### src/rtl/ijvm_bus_sequencer.sv
// ijvm_bus_sequencer: steps one IJVM microinstruction through the B-bus drive,
// the C-bus write-back and an optional memory request with an ack timeout.
module ijvm_bus_sequencer #(
    parameter int unsigned NUM_B       = 9,
    parameter int unsigned NUM_C       = 9,
    parameter int unsigned BSEL_W      = 4,
    parameter int unsigned MEM_TIMEOUT = 15
) (
    input  logic              clk,
    input  logic              reset,
    input  logic              mi_valid,
    output logic              mi_ready,
    input  logic [BSEL_W-1:0] mi_bsel,
    input  logic [NUM_C-1:0]  mi_cmask,
    input  logic [2:0]        mi_mem,
    output logic [NUM_B-1:0]  b_read_enable,
    output logic [NUM_C-1:0]  c_write_enable,
    output logic              mem_rd,
    output logic              mem_wr,
    output logic              mem_fetch,
    input  logic              mem_ack,
    output logic              busy,
    output logic              err_bsel,
    output logic              err_mem,
    output logic              err_timeout
);

    // Wait counter is sized for the largest legal timeout (255).
    localparam int unsigned CNT_W = 8;
    localparam logic [CNT_W-1:0] LAST_WAIT = CNT_W'(MEM_TIMEOUT - 1);

    typedef enum logic [2:0] {
        S_IDLE,
        S_DRIVE_B,
        S_WRITE_C,
        S_MEM_REQ,
        S_MEM_WAIT
    } state_t;

    state_t            state;
    logic [NUM_C-1:0]  cmask_q;
    logic [2:0]        mem_q;
    logic [CNT_W-1:0]  wait_cnt;
    logic [NUM_B-1:0]  b_dec;
    logic              bsel_bad;
    logic              mem_conflict;

    // Handshake and activity flags decode straight from state.
    assign mi_ready = (state == S_IDLE);
    assign busy     = (state != S_IDLE);

    // rd and wr together is an illegal memory op.
    assign mem_conflict = mem_q[0] & mem_q[1];

    // One-hot decode of the offered B-select; out-of-range selects decode to zero.
    always_comb begin
        b_dec    = '0;
        bsel_bad = (32'(mi_bsel) >= NUM_B);
        for (int unsigned i = 0; i < NUM_B; i++) begin
            if (32'(mi_bsel) == i) begin
                b_dec[i] = 1'b1;
            end
        end
    end

    // Sequencer FSM; every output is produced one cycle ahead so it is registered
    // and valid for the whole cycle of the state it belongs to.
    always_ff @(posedge clk) begin
        if (reset) begin
            state          <= S_IDLE;
            cmask_q        <= '0;
            mem_q          <= '0;
            wait_cnt       <= '0;
            b_read_enable  <= '0;
            c_write_enable <= '0;
            mem_rd         <= 1'b0;
            mem_wr         <= 1'b0;
            mem_fetch      <= 1'b0;
            err_bsel       <= 1'b0;
            err_mem        <= 1'b0;
            err_timeout    <= 1'b0;
        end else begin
            // Strobes and error flags are single-cycle pulses.
            mem_rd      <= 1'b0;
            mem_wr      <= 1'b0;
            mem_fetch   <= 1'b0;
            err_bsel    <= 1'b0;
            err_mem     <= 1'b0;
            err_timeout <= 1'b0;

            case (state)
                S_IDLE: begin
                    b_read_enable  <= '0;
                    c_write_enable <= '0;
                    wait_cnt       <= '0;
                    if (mi_valid) begin
                        state         <= S_DRIVE_B;
                        cmask_q       <= mi_cmask;
                        mem_q         <= mi_mem;
                        b_read_enable <= b_dec;
                        err_bsel      <= bsel_bad;
                    end
                end

                S_DRIVE_B: begin
                    // Source keeps driving while destinations capture.
                    c_write_enable <= cmask_q;
                    state          <= S_WRITE_C;
                end

                S_WRITE_C: begin
                    b_read_enable  <= '0;
                    c_write_enable <= '0;
                    if (mem_q != 3'b000) begin
                        state <= S_MEM_REQ;
                        if (mem_conflict) begin
                            err_mem <= 1'b1;
                        end else begin
                            mem_rd    <= mem_q[0];
                            mem_wr    <= mem_q[1];
                            mem_fetch <= mem_q[2];
                        end
                    end else begin
                        state <= S_IDLE;
                    end
                end

                S_MEM_REQ: begin
                    // An ack arriving alongside the request is not counted.
                    wait_cnt <= '0;
                    if (mem_conflict) begin
                        state <= S_IDLE;
                    end else begin
                        state       <= S_MEM_WAIT;
                        err_timeout <= (MEM_TIMEOUT == 1);
                    end
                end

                S_MEM_WAIT: begin
                    // wait_cnt holds the number of wait cycles already completed.
                    if (mem_ack || (wait_cnt == LAST_WAIT)) begin
                        state    <= S_IDLE;
                        wait_cnt <= '0;
                    end else begin
                        wait_cnt    <= wait_cnt + CNT_W'(1);
                        err_timeout <= ((wait_cnt + CNT_W'(1)) == LAST_WAIT);
                    end
                end

                default: begin
                    state <= S_IDLE;
                end
            endcase
        end
    end

endmodule
### config.mk
export PLATFORM = sky130hd
export DESIGN_NAME = ijvm_bus_sequencer
export DESIGN_NICKNAME = d
export VERILOG_FILES = /design/src/rtl/ijvm_bus_sequencer.sv
export SDC_FILE = /design/constraint.sdc
export NUM_CORES = 1
export LEC_CHECK = 0
export BUFFER_PORTS_ARGS = -buffer_cell sky130_fd_sc_hd__buf_2
export CORE_MARGIN = 8
export CORE_UTILIZATION = 55
export DETAILED_ROUTE_END_ITERATION = 16
export GPL_TIMING_DRIVEN = 0
export PLACE_DENSITY = 0.86
export SLEW_MARGIN = 10
export SYNTH_ARGS = -nofsm -noshare
export SYNTH_HDL_FRONTEND = slang
export SYNTH_SLANG_ARGS = --single-unit
### constraint.sdc
create_clock -name clk -period 2.4 [get_ports clk]
set_input_delay 0.24 -clock clk [delete_from_list [all_inputs] [get_ports clk]]
set_output_delay 0.24 -clock clk [all_outputs]
set_load 0.05 [all_outputs]
==> qor.tcl, run 1 <==
set qor(worstHoldPathCells) 3
set qor(postCtsResizedCells) 0
set qor(post-route-cell-area_sq_um) 2330
set qor(fin_crit_sh_pct) 86.6
set qor(drt_wl_total_um) 4430
set qor(grt_start_max_net_pins) 17
set qor(clock_tree.htree_level_count) 2
set qor(placed_area_sq_um) 2270
set qor(grt_pass1_vias) 1810
set qor(max_cap_violations) 0
set qor(design.portCount) 46
set qor(hold_path_class) {in2reg}
set qor(cts.hold.buffers_added) 0
set qor(max_clock_freq_mhz) 481
set qor(cts_root_buffer) {sky130_fd_sc_hd__clkbuf_4}
set qor(vdd_drop_max_uv) 450
set qor(synthesis.nets) 253
set qor(ys.warnings.count) 0
set qor(numCtsBuffers) 5
set qor(timing_worst_slew_pin_value_ns) 0.802
set qor(critical_path_required_ns) 2.16
set qor(worst-endpoint-arrival_ns) 1.84
set qor(outcome) {finished clean}
set qor(post_cts_setup_buffer_count) 0
set qor(synth-seq-cells) 47
set qor(clock-sinks) 47
set qor(detail-route-antenna-nets) 0
set qor(total_leakage_power_nw) 0.994
set qor(yosys.cell_types.count) 39
set qor(wirelength_met1_um) 1990
set qor(dieWidth_um) 76.0
set qor(setup_viol_count_final) 0
set qor(vias_per_cell) 5.39
set qor(grt.overflow.total) 0
set qor(initial_utilization_pct) 55.8
set qor(placement.io_buffers) 45
set qor(timing.critical_path.fanout_max) 10
set qor(gp_congestion) 0.817
set qor(worstSetupStartpointType) {register}
set qor(met3_wirelength_um) 207
set qor(worstSetupPathType) {reg2out}
set qor(design.core.area_sq_um) 3550
set qor(area_growth_syn_to_layout_pct) 17.4
set qor(endpoint_kind) {output port}
set qor(core_rows) 22
set qor(first_pass_iteration_count_of_the_detailed_router) 7
set qor(synth_edf_count) 0
set qor(grt_antenna_before_repair) 0
set qor(maxSlewViolCount) 0
set qor(final_common_cell) {sky130_fd_sc_hd__buf_2}
set qor(worst_r2r_path_depth) 5
set qor(synth_area_per_cell_sq_um) 8.62
set qor(grt_setup_unrepaired) {no}
set qor(ys.flop_type) {sky130_fd_sc_hd__dfxtp_1}
set qor(fin_util_pct) 65.6
set qor(antenna-diode-count) 0
set qor(cts_tree) {built}
set qor(clock_skew_ns) 0.00857
set qor(route.vias.total) 1783
set qor(hold_viol_final) 0
set qor(finalNonFillerCells) 331
set qor(drt_first_iter_violations) 96
set qor(cts.reportedPaths.clkPinSlew_ns) 0.15
set qor(layout_common_cells) {sky130_fd_sc_hd__buf_2 (48), sky130_fd_sc_hd__dfxtp_1 (47), sky130_fd_sc_hd__nand2_1 (34)}
set qor(die_area_sq_um) 5780
set qor(drt_drc_violations_left) 0
set qor(floorplan.die.height_um) 76.0
set qor(dr.max_layer_used) {met4}
set qor(share_of_layout_cells_above_drive_strength_1_pct) 23.0
set qor(detailroute.wirelength.met2_um) 2140
set qor(placedCellCount) 323
set qor(drt-wirelength-per-cell_um) 13.4
set qor(synth_area_sq_um) 1980
set qor(wire_length_of_the_first_global_routing_pass_um) 7820
set qor(ctsLongestPathBuffers) 2
set qor(ys_async_sr_fraction_pct) 0
set qor(dpl.hpwl_um) 3280
set qor(clock_insertion_delay_worst_skew_ns) 0.36
set qor(yosysSeqAreaShare_pct) 47.4
set qor(power_density_nw_per_um2) 596
set qor(global_route.usage.total_pct) 15.9
set qor(period_minus_slack_ns) 2.08
set qor(timing.slew.headroom_pct) 45.8
set qor(post_synth_inst_count) 230
set qor(fin_tns_setup_ns) 0
set qor(fin_nets) 305
## cells in the mapped netlist, drive strengths merged (2+ instances only)
cell,count,area (sq um)
nor3b,3,27.5
dfxtp,47,941
a21oi,19,95.1
buf,5,30.0
and4b,2,20.0
nor2b,2,12.5
a22oi,14,105
xnor2,3,26.3
a32oi,4,35.0
a22o,8,70.1
nor3,6,35.0
ha,3,37.5
o21ai,5,25.0
and2,3,18.8
a21o,3,22.5
nand2,34,128
or2,3,18.8
inv,6,22.5
or4b,2,23.8
nor2,31,116
nand2b,5,31.3
clkbuf,10,37.5
## cell families after synthesis
family | after synthesis | synth area share [%]
DFF | 47 | 47.4
adders and majority gates | 3 | 1.89
and+or+nand+nor | 99 | 24.8
AOI/OAI and AO/OA | 57 | 20.0
buffers and inverters | 21 | 4.54
xor gates and xnor gates | 3 | 1.33
## layer usage
layer	vias to the layer above	track usage, %
met5	-	0
met4	0	6.86
met3	12	5.42
met2	44	26.6
met1	822	17.9
li1	905	-
## area by class of cell
class | count | area, sq um
clock inverter | 3 | 22.5
clock buffer | 5 | 37.5
inverter | 6 | 22.5
buffer | 15 | 67.6
fill | 318 | 1220
timing repair buffer | 45 | 225
sequential | 47 | 941
tap | 48 | 60.1
multi-input combinational | 162 | 952
## power breakdown
| group | total, mW | switching [mW] | internal, mW |
|---|---|---|---|
| clock | 0.389 | 0.269 | 0.121 |
| sequential | 0.814 | 0.0124 | 0.802 |
| combinational | 0.184 | 0.122 | 0.0615 |
| total | 1.39 | 0.403 | 0.984 |
## registers in the layout, summed over array words and instances, names as in the netlist
register / flops
wait_cnt: 8
err_mem: 1
b_read_enable: 9
err_bsel: 1
mem_q: 3
mem_fetch: 1
state: 3
err_timeout: 1
mem_wr: 1
mem_rd: 1
c_write_enable: 9
cmask_q: 9
## worst paths after layout
path / start / end / slack (ns)
setup / recovery: state[1] / mi_ready / 0.32
hold / removal: mi_mem[1] / mem_q[1] / 0.1
setup reg to reg: state[2] / cmask_q[0] / 0.49
hold reg to reg: mem_q[2] / mem_fetch / 0.46
## per-stage QoR
step	hold slack, ns	setup WS [ns]	power (mW)
4_1_cts	0.0854	0.292	1.39
2_1_floorplan	0.364	0.541	0.957
3_5_place_dp	0.445	0.569	1.02
3_3_place_gp	0.435	0.633	1.01
5_1_grt	0.0867	0.188	1.44
6_report	0.0953	0.322	1.39
## critical path, cell delays in order, from the launching register on
cell                       delay [ns]
sky130_fd_sc_hd__dfxtp_1         0.34
sky130_fd_sc_hd__buf_2           0.16
sky130_fd_sc_hd__clkbuf_1        0.23
sky130_fd_sc_hd__or3_1           0.43
sky130_fd_sc_hd__inv_1           0.06
sky130_fd_sc_hd__buf_2           0.25
No activity file was read; power rests on OpenSTA's default activity.
==> inputs of run 2 (changes only) <==
--- a/config.mk
+++ b/config.mk
@@ -11,6 +11,7 @@
 export DETAILED_ROUTE_END_ITERATION = 16
 export GPL_TIMING_DRIVEN = 0
 export PLACE_DENSITY = 0.86
+export SKIP_CTS_REPAIR_TIMING = 1
 export SLEW_MARGIN = 10
 export SYNTH_ARGS = -nofsm -noshare
 export SYNTH_HDL_FRONTEND = slang
==> constraint.sdc (replaced) <==
create_clock -name clk -period 2.4 [get_ports clk]
set_input_delay 0.12 -clock clk [delete_from_list [all_inputs] [get_ports clk]]
set_output_delay 0.12 -clock clk [all_outputs]
set_load 0.05 [all_outputs]
==> qor.tcl, run 2 (same netlist as run 1, synthesis figures left out) <==
set qor(fin_util_pct) 67.8 ;# +2.3 points
set qor(clock_tree.htree_level_count) 2 ;# unchanged
set qor(share_of_layout_cells_above_drive_strength_1_pct) 22.3 ;# -0.63 points
set qor(route.vias.total) 1834 ;# +2.9%
set qor(total_leakage_power_nw) 1.03 ;# +3.4%
set qor(fin_tns_setup_ns) 0 ;# unchanged
set qor(fin_crit_sh_pct) 81.8 ;# -4.8 points
set qor(worst-endpoint-arrival_ns) 1.84 ;# about the same
set qor(dieWidth_um) 76.0 ;# unchanged
set qor(timing.slew.headroom_pct) 45.9 ;# +0.11 points
set qor(vias_per_cell) 5.41 ;# +0.43%
set qor(cts_tree) {built}
set qor(design.core.area_sq_um) 3550 ;# unchanged
set qor(grt_pass1_vias) 1810 ;# unchanged
set qor(drt-wirelength-per-cell_um) 13.5 ;# +1.2%
set qor(global_route.usage.total_pct) 15.9 ;# unchanged
set qor(gp_congestion) 0.817 ;# unchanged
set qor(drt_drc_violations_left) 0 ;# unchanged
set qor(floorplan.die.height_um) 76.0 ;# unchanged
set qor(biggest_registers_after_layout) {b_read_enable (9), c_write_enable (9), cmask_q (9)}
set qor(worstSetupPathType) {reg2out}
set qor(vdd_drop_max_uv) 451 ;# +0.11%
set qor(fin_hold_ws_ns) -0.00606 ;# -0.101 ns
set qor(max_clock_freq_mhz) 509 ;# +5.8%
set qor(cts.reportedPaths.clkPinSlew_ns) 0.14 ;# about the same
set qor(first_pass_iteration_count_of_the_detailed_router) 7 ;# unchanged
set qor(met1_usage_pct) 17.9 ;# unchanged
set qor(power_density_nw_per_um2) 580 ;# -2.6%
set qor(fin_nets) 313 ;# +2.6%
set qor(initial_utilization_pct) 55.8 ;# unchanged
set qor(clock_insertion_delay_worst_skew_ns) 0.36 ;# about the same
set qor(drt_wl_total_um) 4590 ;# +3.7%
set qor(numCtsBuffers) 5 ;# unchanged
set qor(cts_root_buffer) {sky130_fd_sc_hd__clkbuf_4}
set qor(final_common_cell) {sky130_fd_sc_hd__buf_2}
set qor(grt.overflow.total) 0 ;# unchanged
set qor(outcome) {finished, violations left}
set qor(hold_viol_final) 1 ;# +1
set qor(grt_antenna_before_repair) 0 ;# unchanged
set qor(wire_length_of_the_first_global_routing_pass_um) 7820 ;# unchanged
set qor(grt_busiest_layer) {met2}
set qor(endpoint_kind) {output port}
set qor(area_growth_syn_to_layout_pct) 21.5
set qor(placement.io_buffers) 45 ;# unchanged
set qor(dpl.hpwl_um) 3280 ;# unchanged
set qor(core_rows) 22 ;# unchanged
set qor(hold_path_class) {in2reg}
set qor(die_area_sq_um) 5780 ;# unchanged
set qor(timing_worst_slew_pin_value_ns) 0.800 ;# -0.00156 ns
set qor(max_cap_violations) 0 ;# unchanged
set qor(setup_viol_count_final) 0 ;# unchanged
set qor(critical_path_required_ns) 2.28 ;# +0.12 ns
set qor(design.portCount) 46 ;# unchanged
set qor(maxSlewViolCount) 0 ;# unchanged
set qor(grt_start_max_net_pins) 17 ;# unchanged
set qor(period_minus_slack_ns) 1.96 ;# -0.114 ns
set qor(violations) {hold timing}
set qor(layout_common_cells) {sky130_fd_sc_hd__buf_2 (48), sky130_fd_sc_hd__dfxtp_1 (47), sky130_fd_sc_hd__nand2_1 (34)}
set qor(clock-sinks) 47 ;# unchanged
set qor(timing.critical_path.fanout_max) 10 ;# unchanged
set qor(antenna-diode-count) 0 ;# unchanged
set qor(globalRouteMet3Util_pct) 5.42 ;# unchanged
set qor(clock_skew_ns) 0.00864 ;# +0.0000732 ns
set qor(use_met2_pct) 26.6 ;# unchanged
set qor(grt_setup_unrepaired) {no}
set qor(ctsLongestPathBuffers) 2 ;# unchanged
set qor(detail-route-antenna-nets) 0 ;# unchanged
set qor(worstSetupStartpointType) {register}
set qor(drt_first_iter_violations) 112 ;# +17%
==> run 2: final timing paths <==
check | slack (ns) | cells after the start | start | end
setup / recovery | 0.44 | 5 | state[1] | mi_ready
hold / removal | -0.006 | 3 | mi_cmask[2] | cmask_q[2]
setup reg to reg | 0.48 | 5 | state[1] | cmask_q[0]
hold reg to reg | 0.46 | 2 | mem_q[2] | mem_fetch
==> run 2: report_power, final <==
group	switching (mW)	total (mW)	leakage, nW	internal, mW
clock network	0.268	0.388	0.0360	0.121
logic	0.124	0.194	0.610	0.0700
registers	0.0126	0.814	0.381	0.802
==> run 2: final cells by class <==
type	instances	area, sq um
Sequential cell	47	941
Clock inverter	3	22.5
Multi-Input combinational cell	162	952
Buffer	15	67.6
Tap cell	48	60.1
Inverter	6	22.5
Clock buffer	5	37.5
Fill cell	307	1140
Timing Repair Buffer	53	305
==> run 2: stage by stage <==
stage | instance area, sq um | hold slack [ns] | power [mW] | setup slack [ns] | std cells
after floorplan | 1980 | 0.244 | 0.957 | 0.661 | 230
after global placement | 2270 | 0.362 | 1.01 | 0.633 | 323
after detailed placement | 2270 | 0.369 | 1.02 | 0.569 | 323
final | 2410 | -0.00606 | 1.40 | 0.436 | 339
after global routing | 2410 | 0.00565 | 1.46 | 0.308 | 339
after CTS | 2330 | -0.0346 | 1.39 | 0.412 | 331
==> run 2: metal layers <==
| metal | part of all wire (%) | wire [um] |
|---|---|---|
| met1 | 44 | 2010 |
| met2 | 49 | 2260 |
| met5 | 0 | 0 |
| met4 | 2.1 | 95 |
| met3 | 5.1 | 232 |
==> run 2: worst max-delay path, stage by stage, from the launching register on <==
cell	delay [ns]
sky130_fd_sc_hd__dfxtp_1	0.34
sky130_fd_sc_hd__buf_2	0.17
sky130_fd_sc_hd__clkbuf_1	0.23
sky130_fd_sc_hd__or3_1	0.43
sky130_fd_sc_hd__inv_1	0.06
sky130_fd_sc_hd__buf_2	0.25
==> inputs of run 3 (changes only) <==
--- a/config.mk
+++ b/config.mk
@@ -7,10 +7,10 @@
 export LEC_CHECK = 0
 export BUFFER_PORTS_ARGS = -buffer_cell sky130_fd_sc_hd__buf_2
 export CORE_MARGIN = 8
-export CORE_UTILIZATION = 55
+export CORE_UTILIZATION = 47
 export DETAILED_ROUTE_END_ITERATION = 16
 export GPL_TIMING_DRIVEN = 0
-export PLACE_DENSITY = 0.86
+export PLACE_DENSITY = 0.79
 export SKIP_CTS_REPAIR_TIMING = 1
 export SLEW_MARGIN = 10
 export SYNTH_ARGS = -nofsm -noshare
==> constraint.sdc (replaced) <==
create_clock -name clk -period 1.7 [get_ports clk]
set_input_delay 0.085 -clock clk [delete_from_list [all_inputs] [get_ports clk]]
set_output_delay 0.085 -clock clk [all_outputs]
set_load 0.05 [all_outputs]
==> qor.tcl, run 3 (same netlist as run 1, synthesis figures left out) <==
set qor(grt_setup_unrepaired) {yes}
set qor(timing_worst_slew_pin_value_ns) 0.566 ;# -0.234 ns
set qor(worstSetupStartpointType) {register}
set qor(outcome) {finished clean}
set qor(fin_util_pct) 62.5 ;# -5.3 points
set qor(fin_nets) 311 ;# -0.64%
set qor(critical_path_required_ns) 1.94 ;# -0.34 ns
set qor(finalNonFillerCells) 339 ;# unchanged
set qor(grt.overflow.total) 0 ;# unchanged
set qor(detail-route-antenna-nets) 0 ;# unchanged
set qor(drt_drc_violations_left) 0 ;# unchanged
set qor(worstHoldPathCells) 3 ;# unchanged
set qor(cp_slowest_cell) {sky130_fd_sc_hd__or4b_4}
set qor(critPathMostFrequentCell) {sky130_fd_sc_hd__buf_6}
set qor(share_of_layout_cells_above_drive_strength_1_pct) 28.7 ;# +6.4 points
set qor(timing.critical_path.buf_inv) 2 ;# -2
set qor(worstHoldStart) {mi_cmask[8]}
set qor(part_of_the_total_power_dissipated_in_the_clock_network_pct) 40.1 ;# +12 points
set qor(wire_length_of_the_first_global_routing_pass_um) 7500 ;# -4.1%
set qor(fin_crit_sh_pct) 96.9
set qor(die_area_sq_um) 6550 ;# +13%
set qor(drt_wl_total_um) 4580 ;# -0.30%
set qor(area_growth_syn_to_layout_pct) 27.0
set qor(drt-wirelength-per-cell_um) 13.5 ;# -0.30%
set qor(power_switching_mw) 0.579 ;# +43%
set qor(timing.critical_path.fanout_max) 7 ;# -3
set qor(route.vias.total) 1795 ;# -2.1%
set qor(internal_portion_of_total_power_mw) 1.83 ;# +84%
set qor(clock_tree.htree_level_count) 2 ;# unchanged
set qor(drt_first_iter_violations) 143 ;# +28%
set qor(power_density_nw_per_um2) 957 ;# +65%
set qor(dieWidth_um) 81.0 ;# +6.5%
set qor(power.share.switching_pct) 24.0 ;# -4.9 points
set qor(num-fill-cells) 343 ;# +12%
set qor(dpl.hpwl_um) 3280 ;# about the same
set qor(hold-path-endpoint) {cmask_q[8]}
set qor(regToRegStartpoint) {state[2]}
set qor(fin_hold_ws_ns) 0.0113 ;# +0.0173 ns
set qor(share_seq_of_total_power_pct) 47.9 ;# -10 points
set qor(worst-endpoint-arrival_ns) 1.89 ;# +0.05 ns
set qor(critical-path-max-stage-delay_ns) 0.50 ;# +0.07 ns
set qor(design.portCount) 46 ;# unchanged
set qor(placement.io_buffers) 45 ;# unchanged
set qor(maxSlewViolCount) 0 ;# unchanged
set qor(setup_slack_ns) 0.0519 ;# -0.385 ns
set qor(layout_common_cells) {sky130_fd_sc_hd__buf_2 (46), sky130_fd_sc_hd__dfxtp_1 (44), sky130_fd_sc_hd__nand2_1 (34)}
set qor(clock_skew_ns) 0.00897 ;# +0.000328 ns
set qor(combPwrFrac_pct) 12.0 ;# -1.9 points
set qor(clock-sinks) 47 ;# unchanged
set qor(grt_pass1_vias) 1688 ;# -6.7%
set qor(cts_tree) {built}
set qor(timing.rr.end) {b_read_enable[7]}
set qor(grt_start_max_net_pins) 16 ;# -1
set qor(hold_viol_final) 0 ;# -1
set qor(worst_r2r_path_depth) 6 ;# +1
set qor(cts_root_buffer) {sky130_fd_sc_hd__clkbuf_8}
set qor(period_minus_slack_ns) 1.65
set qor(timing.slew.headroom_pct) 61.8 ;# +16 points
set qor(total_leakage_power_nw) 1.08 ;# +5.2%
set qor(numCtsBuffers) 5 ;# unchanged
set qor(vias_per_cell) 5.29 ;# -2.1%
set qor(cts.reportedPaths.clkPinSlew_ns) 0.09 ;# -0.05 ns
set qor(placedCellCount) 325 ;# +0.62%
set qor(worstSetupPathType) {reg2reg}
set qor(floorplan.die.height_um) 81.0 ;# +6.5%
set qor(core_rows) 23 ;# +4.5%
set qor(hold_path_class) {in2reg}
set qor(endpoint_kind) {register}
set qor(max_cap_violations) 0 ;# unchanged
set qor(worstPathCellList) {buf_6 > or4b_4 > buf_6 > nor3b_4 > a32oi_1 > nor2_1}
set qor(setup_viol_count_final) 0 ;# unchanged
set qor(final_common_cell) {sky130_fd_sc_hd__buf_2}
set qor(ctsLongestPathBuffers) 2 ;# unchanged
set qor(initial_utilization_pct) 49.2 ;# -6.6 points
set qor(cpLargestDelayFamily) {simple AND/OR/NAND/NOR gates}
set qor(pre_cts_slack_ns) -0.169 ;# -0.738 ns
set qor(first_pass_iteration_count_of_the_detailed_router) 6 ;# -1
set qor(biggest_registers_after_layout) {b_read_enable (9), c_write_enable (9), cmask_q (9)}
set qor(grt_antenna_before_repair) 0 ;# unchanged
set qor(clock_insertion_delay_worst_skew_ns) 0.30 ;# -0.06 ns
set qor(antenna-diode-count) 0 ;# unchanged
set qor(gp_congestion) 0.827 ;# +1.2%
set qor(reg2reg_slack_ns) 0.05 ;# -0.43 ns
set qor(max_clock_freq_mhz) 607
set qor(design.core.area_sq_um) 4030 ;# +13%
set qor(global_route.usage.total_pct) 14.2 ;# -1.7 points
set qor(vdd_drop_max_uv) 531 ;# +18%
## run 3: changes by cell type in the layout (fill, tap and decap cells not counted), sizes merged
cell         before  now
buf              50   58
dlygate4sd3       8    0
inv               8    5
bufinv            0    2
clkbuf           15   13
clkinvlp          0    2
clkinv            1    0
## run 3: worst max path at each step
stage | startpoint | endpoint | cells past startpoint
floorplan | state[0] | wait_cnt[5] | 5
CTS | state[1] | mi_ready | 5
finish | state[2] | b_read_enable[7] | 6
detailed placement | state[2] | cmask_q[6] | 5
global placement | state[2] | cmask_q[1] | 5
global route | state[2] | b_read_enable[7] | 6
## run 3: layer usage
metal	global-route usage [%]	routed length, um	part of all wire [%]
met5	0	0	0
met4	4.82	51	1.1
met2	22.2	2110	46
met1	17.7	2080	45
met3	4.97	343	7.5
## run 3: final cells by class
cell class | count | area (sq um) | share of cell area, %
flip-flops and latches | 47 | 945 | 37.5
plain buffers | 14 | 82.6 | 3.28
clock inverters | 3 | 67.6 | 2.68
multi-input cells | 162 | 978 | 38.8
clock buffers | 5 | 68.8 | 2.73
well taps | 50 | 62.6 | 2.48
repair buffers | 52 | 288 | 11.4
inverters | 6 | 26.3 | 1.04
## run 3: power groups by stage
| stage | sequential, mW | combinational, mW | clock [mW] |
|---|---|---|---|
| after floorplan | 1.19 | 0.166 | 0 |
| after global placement | 1.17 | 0.260 | 0 |
| after detailed placement | 1.17 | 0.263 | 0 |
| after CTS | 1.15 | 0.264 | 0.990 |
| after global routing | 1.16 | 0.318 | 1.03 |
| final | 1.15 | 0.289 | 0.967 |
## run 3: worst reg2reg max path, delay by kind of cell, from the launching register on
kind | cells | cell delay, ns
simple gates | 3 | 0.87
flops | 1 | 0.33
buf+inv | 2 | 0.26
compound gates | 1 | 0.13
## run 3: through the flow
stage | power (mW) | instance area [sq um] | TNS, ns
global route | 2.50 | 2520 | -0.0911
finish | 2.41 | 2520 | 0
global placement | 1.43 | 2280 | -0.810
floorplan | 1.36 | 1990 | 0
detailed placement | 1.44 | 2280 | -1.71
CTS | 2.40 | 2420 | -2.29
